**src/rtl/chirp_pkg.sv**
```systemverilog
// Shared types and constants for the chirp command parser: FSM states,
// error codes and frame defaults.
package chirp_pkg;

  typedef enum logic [2:0] {
    IDLE,
    GET_SF,
    GET_BW,
    GET_SYM,
    GET_CHK,
    ISSUE,
    WAIT_RUN,
    WAIT_DONE
  } state_t;

  localparam logic [2:0] ERR_NONE    = 3'd0;
  localparam logic [2:0] ERR_CHK     = 3'd1;
  localparam logic [2:0] ERR_RANGE   = 3'd2;
  localparam logic [2:0] ERR_TIMEOUT = 3'd3;
  localparam logic [2:0] ERR_FRAMING = 3'd4;
  localparam logic [2:0] ERR_BUSY    = 3'd5;

  localparam logic [7:0] SYNC_BYTE_DEFAULT = 8'hA5;
  localparam int         MIN_SF_DEFAULT    = 5;
  localparam int         FRAME_LEN         = 5;

endpackage

```
**src/rtl/chirp_cmd_parser.sv**
```systemverilog
// Validates 5-byte UART command frames, latches the chirp configuration and
// starts the generator, then blocks new commands until the generator is done.
module chirp_cmd_parser
  import chirp_pkg::*;
#(
  parameter int                    MAX_SF_WIDTH   = 8,
  parameter int                    MIN_SF         = MIN_SF_DEFAULT,
  parameter int                    BW_BITWIDTH    = 2,
  parameter int                    DATA_WIDTH     = 8,
  parameter logic [DATA_WIDTH-1:0] SYNC_BYTE      = DATA_WIDTH'(SYNC_BYTE_DEFAULT),
  parameter int                    TIMEOUT_CYCLES = 31250
) (
  input  logic                    i_clk,
  input  logic                    i_rst_n,
  input  logic                    i_rx_valid,
  input  logic [DATA_WIDTH-1:0]   i_rx_data,
  input  logic                    i_rx_err,
  input  logic                    i_done_n,
  output logic                    o_start,
  output logic [3:0]              o_sf,
  output logic [BW_BITWIDTH-1:0]  o_bw,
  output logic [MAX_SF_WIDTH-1:0] o_symbol,
  output logic                    o_busy,
  output logic                    o_err,
  output logic [2:0]              o_err_code
);

  localparam int CNT_W = $clog2(TIMEOUT_CYCLES);

  state_t                state, state_nxt;
  logic [DATA_WIDTH-1:0] sf_byte, bw_byte, sym_byte, chk_acc;
  logic [CNT_W-1:0]      to_cnt;
  logic                  byte_ok, in_get, busy_state, timeout_hit;
  logic                  err_evt, cfg_load;
  logic [2:0]            err_code_nxt, frame_code;

  // Checks are ordered so a corrupted frame reports checksum before range.
  function automatic logic [2:0] frame_check(input logic [DATA_WIDTH-1:0] chk, acc, sf, bw, sym);
    if (chk != acc)                                                          return ERR_CHK;
    if (sf < DATA_WIDTH'(MIN_SF) || sf > DATA_WIDTH'(MAX_SF_WIDTH))          return ERR_RANGE;
    if ((bw >> BW_BITWIDTH) != '0)                                           return ERR_RANGE;
    if ((sym >> sf) != '0)                                                   return ERR_RANGE;
    return ERR_NONE;
  endfunction

  assign byte_ok     = i_rx_valid & ~i_rx_err;
  assign in_get      = state inside {GET_SF, GET_BW, GET_SYM, GET_CHK};
  assign busy_state  = state inside {ISSUE, WAIT_RUN, WAIT_DONE};
  assign timeout_hit = in_get && (to_cnt == CNT_W'(TIMEOUT_CYCLES - 1));
  assign frame_code  = frame_check(i_rx_data, chk_acc, sf_byte, bw_byte, sym_byte);

  always_ff @(posedge i_clk or negedge i_rst_n) begin
    if (!i_rst_n) state <= IDLE;
    else          state <= state_nxt;
  end

  always_comb begin
    state_nxt = state;
    case (state)
      IDLE:      if (byte_ok && i_rx_data == SYNC_BYTE) state_nxt = GET_SF;
      GET_SF, GET_BW, GET_SYM, GET_CHK: begin
        if (i_rx_err || (!i_rx_valid && timeout_hit)) state_nxt = IDLE;
        else if (i_rx_valid) begin
          if      (state == GET_SF)  state_nxt = GET_BW;
          else if (state == GET_BW)  state_nxt = GET_SYM;
          else if (state == GET_SYM) state_nxt = GET_CHK;
          else                       state_nxt = (frame_code == ERR_NONE) ? ISSUE : IDLE;
        end
      end
      ISSUE:     state_nxt = WAIT_RUN;
      WAIT_RUN:  if (i_done_n)  state_nxt = WAIT_DONE;
      WAIT_DONE: if (!i_done_n) state_nxt = IDLE;
      default:   state_nxt = IDLE;
    endcase
  end

  // A framing error beats a byte in the same cycle; a byte beats the timeout.
  always_comb begin
    o_start      = (state == ISSUE);
    o_busy       = busy_state;
    err_evt      = 1'b0;
    err_code_nxt = ERR_NONE;
    cfg_load     = 1'b0;
    if (in_get) begin
      if (i_rx_err) begin
        err_evt      = 1'b1;
        err_code_nxt = ERR_FRAMING;
      end else if (i_rx_valid) begin
        if (state == GET_CHK) begin
          if (frame_code != ERR_NONE) begin
            err_evt      = 1'b1;
            err_code_nxt = frame_code;
          end else begin
            cfg_load = 1'b1;
          end
        end
      end else if (timeout_hit) begin
        err_evt      = 1'b1;
        err_code_nxt = ERR_TIMEOUT;
      end
    end else if (busy_state && i_rx_valid) begin
      err_evt      = 1'b1;
      err_code_nxt = ERR_BUSY;
    end
  end

  always_ff @(posedge i_clk or negedge i_rst_n) begin
    if (!i_rst_n)                      to_cnt <= '0;
    else if (in_get && !i_rx_valid && !i_rx_err && !timeout_hit) to_cnt <= to_cnt + 1'b1;
    else                               to_cnt <= '0;
  end

  always_ff @(posedge i_clk) begin
    if (byte_ok) begin
      case (state)
        IDLE:    chk_acc <= '0;
        GET_SF:  begin sf_byte  <= i_rx_data; chk_acc <= chk_acc ^ i_rx_data; end
        GET_BW:  begin bw_byte  <= i_rx_data; chk_acc <= chk_acc ^ i_rx_data; end
        GET_SYM: begin sym_byte <= i_rx_data; chk_acc <= chk_acc ^ i_rx_data; end
        default: ;
      endcase
    end
  end

  always_ff @(posedge i_clk or negedge i_rst_n) begin
    if (!i_rst_n) begin
      o_sf       <= '0;
      o_bw       <= '0;
      o_symbol   <= '0;
      o_err      <= 1'b0;
      o_err_code <= ERR_NONE;
    end else begin
      o_err <= err_evt;
      if (err_evt) o_err_code <= err_code_nxt;
      if (cfg_load) begin
        o_sf     <= sf_byte[3:0];
        o_bw     <= bw_byte[BW_BITWIDTH-1:0];
        o_symbol <= sym_byte[MAX_SF_WIDTH-1:0];
      end
    end
  end

endmodule

```
**config.mk**
```make
export PLATFORM = sky130hd
export DESIGN_NAME = chirp_cmd_parser
export DESIGN_NICKNAME = d
export VERILOG_FILES = /design/src/rtl/chirp_pkg.sv /design/src/rtl/chirp_cmd_parser.sv
export SDC_FILE = /design/constraint.sdc
export NUM_CORES = 1
export LEC_CHECK = 0
export CAP_MARGIN = 20
export CORE_ASPECT_RATIO = 0.9
export CORE_MARGIN = 2
export CORE_UTILIZATION = 31
export DETAILED_ROUTE_END_ITERATION = 16
export PLACE_DENSITY_LB_ADDON = 0.1
export SYNTH_ARGS = -nofsm -noshare
export SYNTH_HDL_FRONTEND = slang
export SYNTH_SLANG_ARGS = --single-unit
```
**constraint.sdc**
```tcl
create_clock -name i_clk -period 2.1 [get_ports i_clk]
set_clock_uncertainty 0.05 [all_clocks]
set_input_delay 0.42 -clock i_clk [delete_from_list [all_inputs] [get_ports i_clk]]
set_output_delay 0.42 -clock i_clk [all_outputs]
set_load 0.03 [all_outputs]
```
Word level (Yosys, flattened, before mapping):

Index checks and enable logic that the tools add are counted.

* add/subtract/negate cells: 1
* bitwise gates (word level): 3
* eq/ne operators: 14
* shifts and indexed selects: 1
* order comparisons: 2
* multiplexer cells: 49
* reductions and logical operators: 27

Operators with widths (count)
* two-way mux 3 bit: 23
* two-way mux 1 bit: 22
* one-hot mux 8 bit (2 select lines): 1
* nonzero test 8 bit: 2
* adder 15 x 1 -> 15 bit (second input constant): 1
* equality test 15 bit (second input constant): 1
* two-way mux 15 bit: 1
* one-hot mux 3 bit (5 select lines): 1
* equality test 3 bit (second input constant): 4
* equality test 8 bit (second input constant): 1
* greater-than comparator 8 x 4 -> 1 bit (second input constant): 1
* less-than comparator 8 x 3 -> 1 bit (second input constant): 1
* != test 8 bit: 1
* AND reduction 2 bit: 4
* right shift 8 x 8 -> 8 bit: 1
* bitwise XOR 8 bit: 1
* logical AND 1 bit: 7
* equality test 3 x 2 -> 1 bit (second input constant): 2
* logical NOT 3 bit: 2
* != test 2 bit (second input constant): 3
* nonzero test 3 bit: 2
* AND reduction 4 bit: 1
* nonzero test 4 bit: 1
* OR reduction 4 bit: 1
* 9 further kinds: 12

* input bits: 13
* output and inout bits: 20
* register bits: 68
* word-level logic and storage cells: 108

Depth between registers and ports, before layout:

Gate-level depths: netlist of run 1.

* depth in word-level cells: 21
* depth in mapped cells: 7
* depth with buffers taken out: 7

Worst setup path after synthesis of run 1:

OpenSTA, ideal clock, no wires.

* path type: input-to-reg
* start point: in i_rx_err
* end point: reg sf_byte[0], enable pin
* arrival time: 1.572 ns
* slack: 0.093 ns
* library setup time: 0.385 ns
* stages on the path: 4
* path buffers: 1
* data required time: 1.665 ns
* cell sequence: clkbuf_1 > inv_1 > nand3_1 > nor3b_1

* word-level cells in the longest chain between the ends: 3

Ends and longest elaborated chain
* start, declared: RTL line chirp_cmd_parser.sv:17 `input logic i_rx_err,`
* inverter 1 bit: RTL line chirp_cmd_parser.sv:46 `assign byte_ok = i_rx_valid & ~i_rx_err;`
* bitwise AND 1 bit: RTL line chirp_cmd_parser.sv:46
* AND reduction 2 bit (no line)
* end signal, assigned: RTL line chirp_cmd_parser.sv:117 `GET_SF: begin sf_byte <= i_rx_data; chk_acc <= chk_acc ^ i_rx_data; end`
* end, declared: RTL line chirp_cmd_parser.sv:31 `logic [DATA_WIDTH-1:0] sf_byte, bw_byte, sym_byte, chk_acc;`

Every way passes these cells.
A chain may end at the register's enable or synchronous reset.

Final worst setup path of run 1:

* start point: in i_rx_data[3]
* end point: reg o_sf[1]

* word-level cells in the longest chain between the ends: 9

Ends and longest elaborated chain
* start, declared: RTL line chirp_cmd_parser.sv:16 `input logic [DATA_WIDTH-1:0] i_rx_data,`
* != test 8 bit: RTL line chirp_cmd_parser.sv:39 `if (chk != acc) return ERR_CHK;`
* two-way mux 1 bit: RTL line chirp_cmd_parser.sv:39
* two-way mux 3 bit: RTL line chirp_cmd_parser.sv:40 `if (sf < DATA_WIDTH'(MIN_SF) || sf > DATA_WIDTH'(MAX_SF_WIDTH)) return ERR_RANGE;`
* nonzero test 3 bit: RTL line chirp_cmd_parser.sv:90 `if (frame_code != ERR_NONE) begin`
* two-way mux 1 bit: RTL line chirp_cmd_parser.sv:90
* two-way mux 1 bit: RTL line chirp_cmd_parser.sv:89 `if (state == GET_CHK) begin`
* two-way mux 1 bit: RTL line chirp_cmd_parser.sv:88 `end else if (i_rx_valid) begin`
* two-way mux 1 bit: RTL line chirp_cmd_parser.sv:85 `if (i_rx_err) begin`
* two-way mux 1 bit: RTL line chirp_cmd_parser.sv:84 `if (in_get) begin`
* end signal, assigned: RTL line chirp_cmd_parser.sv:136 `o_sf <= sf_byte[3:0];`
* end, declared: RTL line chirp_cmd_parser.sv:20 `output logic [3:0] o_sf,`

Every way passes these cells.

==> results of run 1 <==
## metal layers
layer | global-route usage [%] | up-vias
li1 | - | 1120
met5 | 0 | -
met2 | 21.5 | 36
met4 | 3.17 | 0
met1 | 19.1 | 1107
met3 | 3.44 | 5
## cell usage in the layout (no fill, tap or decap), drive strengths merged, types with 2 or more instances in the layout
| cell | n |
|---|---|
| a21oi | 15 |
| and2 | 3 |
| and3 | 3 |
| and4 | 3 |
| buf | 40 |
| clkbuf | 9 |
| clkdlybuf4s50 | 27 |
| clkinv | 4 |
| clkinvlp | 2 |
| dfrtp | 36 |
| dlymetal6s2s | 2 |
| edfxtp | 32 |
| ha | 2 |
| inv | 8 |
| mux2 | 14 |
| nand2 | 16 |
| nand3 | 9 |
| nand4 | 7 |
| nand4b | 2 |
| nor2 | 31 |
| nor2b | 2 |
| nor3 | 5 |
| nor3b | 4 |
| nor4 | 4 |
| nor4b | 2 |
| o21a | 3 |
| o21ai | 11 |
| o21bai | 2 |
| or2 | 2 |
| or3 | 5 |
| or4bb | 2 |
| xnor2 | 13 |
| xor2 | 5 |
## worst max-delay path, cell delays in order
cell	delay, ns
clkdlybuf4s50_1	0.64
xnor2_2	0.17
and4_1	0.23
and2_1	0.16
nand3_2	0.09
buf_12	0.18
mux2_4	0.30
## state kept, by name, summed over array words and instances (netlist names)
name / cells
sf_byte: 8
chk_acc: 8
sym_byte: 8
o_err_code: 3
bw_byte: 8
to_cnt: 15
state: 3
o_err: 1
o_symbol: 8
o_bw: 2
o_sf: 4
## cell usage after synthesis, types with 3 or more instances
| cell type | n |
|---|---|
| nand2_1 | 16 |
| and3_1 | 3 |
| mux2_2 | 4 |
| edfxtp_1 | 32 |
| a21oi_1 | 15 |
| nand4_1 | 7 |
| clkbuf_1 | 3 |
| o21a_1 | 3 |
| buf_2 | 3 |
| and2_1 | 3 |
| nand3_1 | 8 |
| xnor2_1 | 13 |
| o21ai_0 | 11 |
| inv_1 | 7 |
| or3_1 | 5 |
| nor3b_1 | 3 |
| mux2_4 | 10 |
| dfrtp_1 | 36 |
| and4_1 | 3 |
| nor2_1 | 31 |
| nor3_1 | 4 |
| xor2_1 | 5 |
## kinds of logic after synthesis
kind of cell | Yosys count | share of synthesized area, %
AO/OA/AOI/OAI | 44 | 8.77
XOR/XNOR | 18 | 4.95
adder cells (fa/ha/maj) | 2 | 0.786
buffers and inverters | 14 | 2.00
flip-flops | 68 | 58.5
multiplexers | 14 | 6.13
AND/OR/NAND/NOR | 104 | 18.9
## layout make-up
cell class              instances  area, µm²
clock buffers                   9        225
clock inverters                 7       51.3
well taps                     129        161
repair buffers                 70        614
fillers                       963       5900
inverters                       7       26.3
multi-input cells             182       1270
flip-flops and latches         68       1860
## power by group
group	switching (mW)	internal, mW
combinational	0.590	0.441
sequential	0.0823	1.55
clock	0.602	0.803
## repair_timing
item,CTS,global route
resized for setup,1,5
hold buffers,0,0
setup endpoints to repair,1,14
pin swaps,0,1
## stage by stage
| step | TNS (ns) | area, µm² |
|---|---|---|
| final | 0 | 4210 |
| after global routing | -0.111 | 4210 |
| after CTS | 0 | 4190 |
| after detailed placement | -5.44 | 3920 |
| after global placement | -5.56 | 3920 |
| after floorplan | 0 | 3180 |
## how the worst max path moves through the flow
stage,start,cells after the start,to,slack (ns)
6_report,i_rx_data[3],7,o_sf[1],0.06
5_1_grt,i_rx_data[3],7,o_sf[1],-0.02
4_1_cts,state[2],4,o_start,0.02
3_5_place_dp,i_rx_data[2],7,o_symbol[2],-0.29
3_3_place_gp,i_rx_data[2],7,o_sf[2],-0.26
2_1_floorplan,i_rx_err,4,sf_byte[0],0.09
==> results summary, run 1 <==
The required time reported for the critical path endpoint came out at 2.26 ns. The kind of critical path is in -> reg. Final hold analysis gives a worst-case slack of 0.0945 ns. The residual antenna-violating net count after detailed routing came out at 0. The total number of H-tree levels came out at 3. CTS placed an instance of clkbuf_16 at the clock tree root. Once the clock tree was built, the setup fixing pass inserted 0 buffers. Summed over all nets, wire length on met3 after detailed routing comes to 232 µm. The worst setup path is captured at a flip-flop.

The tightest min-delay check is of the in -> async type. Clock latency on the worst-skew pair, taken at its later pin, is 0.33 ns. The largest net degree at the start of global routing came out at 37. The proportion of netlist area held by the largest area contributor came out at 30.2%. The final global-route overflow total came out at 0. The first-pass GRT wire length came out at 11900 µm. The number of flops mapped to enable cells by yosys is 32.

The final antenna diode count came out at 0. The core utilization of the finished layout came out at 41.6%. The number of antenna violations at the first check in global routing is 0.

The share of final-layout standard cells stronger than drive strength 1 came out at 24.2%. The estimated wirelength of the detail-placed design is 5020 µm. The minimum setup slack after placement came out at -0.285 ns. After detailed routing, no signal wire sits above met4. The via count of the first global-routing pass is 2291. The count of pins over their slew limit came out at 0. The count of yosys warnings during synthesis came out at 0. The synthesized area per cell came out at 12.1 µm². The number of nets in the final layout is 353. The synthesis-to-layout area growth is 32.4%. The number of buffers created by CTS is 9.

The global-route total usage across every layer is 13.6%. The leakage component of the power came out at 1.70 nW. The most used flip-flop cell after synthesis is dfrtp_1.

The total of max-cap violations came out at 0. The flow ran to the end, and the final reports show no timing, DRC or antenna violations. Synthesis handed over a netlist of 264 instances. Clock-pin slew was measured on the worst setup and hold paths at 0.06 ns. The number of synthesized register bits is 68. The post-layout total power is 4.07 mW. After detailed routing, the number of vias per cell comes to 4.81.

The maximum count of clock buffers along a single path is 2. The clock period minus final worst setup slack came out at 2.04 ns. TritonCTS built the clock tree. The share of flip-flops with an asynchronous set or reset after synthesis came out at 52.9%.

Timing would allow up to 490 MHz. In the post-synthesis netlist, the biggest area contributors are edfxtp_1 30%, dfrtp_1 28%, mux2_4 4.7%. The arrival time of data at the critical path endpoint is 2.20 ns.

The worst register-to-register path has a depth of 6. The synthesized area is 0.00318 mm². STA classifies the critical path startpoint as an input port.

The routed length on met2 came out at 3230 µm. The number of distinct standard cells referenced by the synthesized netlist came out at 53. For this run, the register share of the synthesized area comes to 58.5%. The initial utilization of the core area, before any placement, comes to 31.5%. Dividing total power by cell area gives a power density of 966 mW/mm². The total core area came out at 0.0101 mm². The endpoint identified for the worst register-to-register timing path is o_bw[1].

The number of top-level pins came out at 33. The height of the chip is 100 µm. Before antenna repair, the detailed router went through 4 iterations. The worst-case headroom to the max-slew limit is 66.3%. The cell count after placement is 456. Setup slack closes at 0.0602 ns. The slew of the pin with the lowest slew margin is 0.505 ns.

The worst-case vdd ir drop is 0.498 mV. The average wire length per cell after detail routing came out at 15.2 µm. For this design, the sink count on the clock tree is 68. The overall die area is 0.0111 mm². When the netlist entered floorplanning its net count stood at 279. Setup violations remaining at the end of the flow were counted as 0. Setup slack on the worst reg-to-reg path comes out at 0.15 ns. After detailed routing, the number of remaining DRC violations is 0. The initial detailed-routing violation count came out at 90. In this run the critical register-to-register path is launched from sf_byte[1]. The number of rows in the core area is 35. The synthesized design spends more area on one cell type than any other, namely edfxtp_1. The final hold violation count is 0. The highest net fanout along the worst path came out at 14.

The count of non-filler cells in the finished layout is 472. The horizontal die dimension came out at 111 µm. The number of port buffers is 32. The last weighted congestion value of the routability-driven placer is 0.758. The wire length the detailed router placed on met1 is 3670 µm.

The final critical path takes up 97.1% of the cycle. The final routed wirelength across all metal layers came out at 7180 µm. The detailed-route via count came out at 2268.
Power figures use the tool's default switching activity.
==> run 2: changes to the inputs <==
- SKIP_LAST_GASP: not set -> 1
==> run 2 against run 1 <==
  * Die area did not move
  * Largest power group unchanged
  * Clock power barely moved
  * Sequential share of layout area did not move
  * Setup slack barely moved
  * Wire length barely moved
  * Highest routed layer unchanged
==> results summary, run 2 (same netlist as run 1, synthesis figures left out) <==
Along the worst path, the maximum fanout reaches 14. The horizontal die dimension came out at 111 µm. The number of buffers created by CTS is 9. The via-per-instance ratio is 4.81.

The count of non-filler cells in the finished layout came out at 472. The global-route total usage across every layer is 13.6%. After the last flow step, the layout net total stands at 353.

The first-pass GRT wire length is 11900 µm. The number of antenna violations at the first check in global routing is 0. Before CTS, the worst setup slack after placement is -0.285 ns. The cell area reported after detailed placement is 0.00392 mm². The path class of the lowest-slack min-delay path is in -> async.

The number of setup buffers added after CTS is 0. The maximum count of clock buffers along a single path is 2. The TritonCTS clock tree is built. The leading cell type in the layout, fill and taps excluded is buf_4. The die covers 0.0111 mm². For this configuration, the core starts out at a cell density of 31.5%. The total core area came out at 0.0101 mm². After detailed routing, the average wire length per cell comes to 15.2 µm.

The clock sink total came out at 68. The kind of critical path is in -> reg. The worst-case headroom to the max-slew limit is 66.3%.

The flow ran to the end, and the final reports show no timing, DRC or antenna violations. Detailed placement finished with a half-perimeter wire length of 5020 µm. The total number of H-tree levels is 3.

After global routing the overflow that remains totals 0. The insertion delay of the later-clocked pin in the worst-skew pair came out at 0.33 ns. STA classifies the critical path endpoint as a flip-flop. The leakage component of the power is 1.70 nW. The cell count after placement came out at 456. The reg2reg setup slack is 0.15 ns. The maximum frequency from static timing analysis is 490 MHz. Setup repair after global routing could not meet its margin everywhere.

The share of the clock period used by the worst path came out at 97.1%. The slew of the pin with the lowest slew margin came out at 0.505 ns. The clock period could shrink to 2.04 ns. The library cells used most frequently in the layout, excluding fill and tap cells, are 38 x buf_4, 36 x dfrtp_1, 32 x edfxtp_1, 30 x nor2_1, 27 x clkdlybuf4s50_1. Fill cells in the final layout number 963.

The worst register-to-register path ends at o_bw[1]. The tree is rooted in a clkbuf_16. The minimum setup slack in the final design is 0.0602 ns. After detailed routing, the number of remaining DRC violations is 0. The final hold violation count is 0. Of the cells placed in the final design, the portion with a size suffix greater than 1 is 24.2%. The last weighted congestion value of the routability-driven placer came out at 0.758. The via count of the first global-routing pass came out at 2291. Setup violations remaining at the end of the flow were counted as 0. The register clock-pin slew on the reported worst setup and hold paths is 0.06 ns. The detailed-route via count is 2268.

The final antenna diode count is 0. The initial detailed-routing violation count is 93. STA classifies the critical path startpoint as an input port.

The residual antenna-violating net count after detailed routing is 0. The area growth from synthesis to layout is 32.4%. The count of pins over their slew limit came out at 0. The post-layout total power is 4.07 mW.

For this design the ratio of total power to cell area is 966 mW/mm². Cells fill 41.6% of the core in the end. Wires add up to 7170 µm.

STA puts the critical path data arrival time at 2.20 ns. The path depth of the worst reg2reg path came out at 6. The total iterations of the first detailed-routing run is 4. Row generation in the floorplan step produced 35 rows. to_cnt holds more flip-flops than any other register.

The required time reported for the critical path endpoint is 2.26 ns. The source of the worst register-to-register timing path is sf_byte[1]. The total of max-cap violations came out at 0. Once layout is done, the placed cells without fillers occupy 0.00421 mm². The flip-flop count of the largest register, all copies and words added came out at 15. The number of top-level pins came out at 33.

The worst-case vdd ir drop came out at 0.497 mV. The largest net degree at the start of global routing is 37. The number of port buffers is 32. The height of the chip is 100 µm.
-- run 2: cell counts in the layout (fill, tap and decap cells not counted) --
No cell type changed its count.
-- run 2: worst max-delay path, cell delays in order --
cell and delay [ns]:
clkdlybuf4s50_1 0.64, xnor2_2 0.17, and4_1 0.23, and2_1 0.16, nand3_2 0.09, buf_12 0.18
mux2_4 0.30
-- run 2: metrics by stage --
stage,setup TNS [ns],hold slack (ns)
6_report,0,0.0945
5_1_grt,-0.112,0.147
4_1_cts,0,0.115
2_1_floorplan,0,0.0744
3_5_place_dp,-5.44,0.414
3_3_place_gp,-5.56,0.409
-- run 2: area by class of cell --
type / instances / area [µm²] / share of cell area [%]
Tap cell: 129 / 161 / 3.83
Multi-Input combinational cell: 182 / 1270 / 30.2
Timing Repair Buffer: 70 / 614 / 14.6
Sequential cell: 68 / 1860 / 44.2
Clock inverter: 7 / 51.3 / 1.22
Clock buffer: 9 / 225 / 5.35
Inverter: 7 / 26.3 / 0.624
-- run 2: worst max-delay path by stage --
| stage | start | end | slack [ns] | cells after the start |
|---|---|---|---|---|
| final | i_rx_data[3] | o_sf[1] | 0.06 | 7 |
| after CTS | state[2] | o_start | 0.02 | 4 |
| after global routing | i_rx_data[3] | o_sf[1] | -0.02 | 7 |
| after detailed placement | i_rx_data[2] | o_symbol[2] | -0.29 | 7 |
| after global placement | i_rx_data[2] | o_sf[2] | -0.26 | 7 |
| after floorplan | i_rx_err | sf_byte[0] | 0.09 | 4 |
-- run 2: per-layer routing --
metal  track usage [%]  part of all wire [%]  wire, µm
met5                 0                     0         0
met2              21.5                    45      3230
met3              3.44                   3.3       236
met4              3.17                  0.66        47
met1              19.1                    51      3660
-- run 2: repair_timing --
item,CTS,global route
setup endpoints to repair,1,14
hold buffers,0,0
resized for setup,1,5
-- run 2: where the power goes --
part	total, mW	internal (mW)	switching, mW	leakage [nW]
logic	1.03	0.441	0.589	0.777
registers	1.63	1.55	0.0827	0.789
clock network	1.40	0.803	0.602	0.132
total	4.07	2.80	1.27	1.70
==> run 3: changes to the inputs <==
- CELL_PAD_IN_SITES_DETAIL_PLACEMENT: not set -> 0
- CELL_PAD_IN_SITES_GLOBAL_PLACEMENT: not set -> 1
==> run 3 against run 2 <==
  * The flow now finishes with violations (negative hold slack)
  * Wire length increased by 0.15%
  * Clock power increased by 6%
  * Fmax increased by 1.7%
  * Sequential share of layout area decreased by 0.90 points
  * Die area unchanged
  * Total power increased by 3.2%
  * Critical path depth unchanged
  * Sequential power about the same
  * Non-clock buffer count increased by 4
  * Critical endpoint is now state[1]
  * Largest cell class unchanged
==> results summary, run 3 (same netlist as run 1, synthesis figures left out) <==
The run finished, with violations left. The final reports fail on negative hold slack. The final hold violation count came out at 15. The cell chosen for the clock root is clkbuf_16. The TritonCTS clock tree is built.

The initial detailed-routing violation count is 129. The final design instance area without fill is 0.00430 mm². The arrival time of data at the critical path endpoint came out at 2.20 ns. The share of the clock period used by the worst path is 95.5%. The number of rows in the core area is 35. The final global-route overflow total came out at 0. The number of buffers inserted by hold repair at cts is 0.

The path class of the lowest-slack min-delay path is in -> async. The path depth of the worst reg2reg path is 5. The slew of the pin with the lowest slew margin came out at 0.468 ns. Across all hold checks on the routed design, the worst slack comes to -0.00542 ns.

The via count of the first global-routing pass is 2238. For this run, the post-layout net count is 357. Clock-pin slew was measured on the worst setup and hold paths at 0.06 ns. The first-pass GRT wire length is 11900 µm.

The maximum count of clock buffers along a single path is 2. The largest individual stage delay along the critical path comes from the cell or4bb_1. The cell count after placement came out at 460.

The total iterations of the first detailed-routing run is 6. The post-layout total power is 4.20 mW. The count of pins over their slew limit is 0. Walking the worst path, the cells encountered are clkdlybuf4s50_1 > buf_4 > or4bb_1 > o31a_1 > nor2_2 > a21oi_1 > nor3_1.

The number of antenna diodes in the final layout is 0. The buffers plus inverters on the worst setup path came out at 2. The synthesis-to-layout area growth is 35.1%. The final-layout fill cell count came out at 962. Setup violations remaining at the end of the flow were counted as 0. Measured against its own limit, the worst slew margin works out to 68.8%. The last weighted congestion value of the routability-driven placer came out at 0.761. The number of antenna violations at the first check in global routing is 0. Entering global routing, the biggest net connects 21 pins. More flip-flops sit in one register than any other, and that register is to_cnt. The remaining routing DRC violations came out at 0. In this run the worst setup path begins at i_rx_data[1].

The effective utilization at floorplan came out at 31.5%. The worst register-to-register path ends at state[1]. In this run, CTS created clock tree buffers numbering 9. The clock period minus final worst setup slack is 2.00 ns. The number of top-level pins is 33. The leading cell type in the layout, fill and taps excluded is buf_4. The leakage component of the power came out at 1.75 nW. The total number of H-tree levels came out at 3.

The worst setup path is launched from an input port. The tool flagged a number of max-cap violations equal to 0. In the final routed layout, each cell accounts on average for 15.1 µm. The overall die area came out at 0.0111 mm². Clock tree synthesis found a total of 68 sinks. The minimum setup slack in the final design is 0.0950 ns. The height of the chip came out at 100 µm. The number of port buffers is 32. The core utilization of the finished layout came out at 42.5%. The critical path is of the in -> reg type. IR analysis of the VDD net gives a maximum drop of 0.405 mV. Wires add up to 7180 µm. The count of nets left with antenna violations once routing finished came out at 0. STA classifies the critical path endpoint as a flip-flop. Across all register-to-register paths, the minimum setup slack is 0.14 ns. The storage element area is 0.00186 mm². The via-per-instance ratio is 4.73. Based on the critical path, the design can be clocked at up to 499 MHz. In this run the number of cells on the critical path is 7. The largest single stage delay on the critical path is 0.51 ns. The top cell types in the final layout, fill and taps aside, are 40 x buf_4, 36 x dfrtp_1, 32 x edfxtp_1, 30 x nor2_1, 26 x clkdlybuf4s50_1. The register with the most flip-flops in the layout has 15 of them.

In this design, the largest share of critical-path delay is due to simple AND/OR/NAND/NOR gates. Global routing used 13.8% of the available tracks across all layers. For the worst-skew pair, the clock arrives at the later sink with an insertion delay of 0.33 ns. The highest net fanout along the worst path came out at 4. The total core area came out at 0.0101 mm².

The required time reported for the critical path endpoint is 2.29 ns. At the placement stage, the worst setup path has a slack of -0.314 ns. Power spread over the standard cell area amounts to 977 mW/mm². The detailed-route via count is 2250.

The estimated wirelength of the detail-placed design came out at 5200 µm. The multi-input combinational cell area is 0.00129 mm². The share of final-layout standard cells stronger than drive strength 1 came out at 25.1%. The source of the worst register-to-register timing path is to_cnt[3]. The cell area reported after detailed placement came out at 0.00397 mm². The count of non-filler cells in the finished layout is 476.

The die is 111 µm wide.
run 3: changes by cell type in the layout (fill, tap and decap cells not counted), sizes merged:
cell           before  now
buf                40   44
bufinv              0    1
clkdlybuf4s50      27   26
clkinv              4    3
dlymetal6s2s        2    3
run 3: cell type report:
| cell class | instances | share of cell area (%) |
|---|---|---|
| clock inverters | 7 | 1.54 |
| flip-flops and latches | 68 | 43.3 |
| clock buffers | 9 | 5.24 |
| multi-input cells | 182 | 29.9 |
| repair buffers | 74 | 15.6 |
| inverters | 7 | 0.611 |
| well taps | 129 | 3.75 |
run 3: per-stage QoR:
| stage | hold WS, ns | TNS [ns] |
|---|---|---|
| 5_1_grt | 0.0253 | -0.00285 |
| 6_report | -0.00542 | 0 |
| 3_5_place_dp | 0.361 | -5.61 |
| 2_1_floorplan | 0.0744 | 0 |
| 4_1_cts | 0.00850 | 0 |
| 3_3_place_gp | 0.358 | -6.56 |
run 3: repair_timing:
item | 4_1_cts | 5_1_grt
buffers inserted | 0 | 0
setup endpoints to repair | 1 | 17
gates resized for setup | 1 | 8
run 3: worst reg2reg max path: stages (launching register included):
cell	delay (ns)
dfrtp_1	0.44
nor4b_2	0.40
nand4_1	0.31
o21a_1	0.33
nor3_1	0.22
nor3_1	0.09
run 3: worst max path at each step:
stage,end,slack [ns]
6_report,state[1],0.1
5_1_grt,state[1],-0.003
4_1_cts,state[1],0.02
3_5_place_dp,state[1],-0.31
3_3_place_gp,o_symbol[3],-0.32
2_1_floorplan,sf_byte[0],0.09
run 3: power breakdown:
part | internal [mW] | switching [mW]
logic | 0.480 | 0.591
clock network | 0.912 | 0.563
registers | 1.55 | 0.100
total | 2.94 | 1.25
run 3: routing by layer:
| metal | vias up | global-route usage (%) | wire [µm] |
|---|---|---|---|
| li1 | 1127 | - | - |
| met1 | 1083 | 20.2 | 3810 |
| met2 | 33 | 20.1 | 3020 |
| met3 | 7 | 3.62 | 268 |
| met4 | 0 | 4.62 | 76 |
| met5 | - | 0 | 0 |
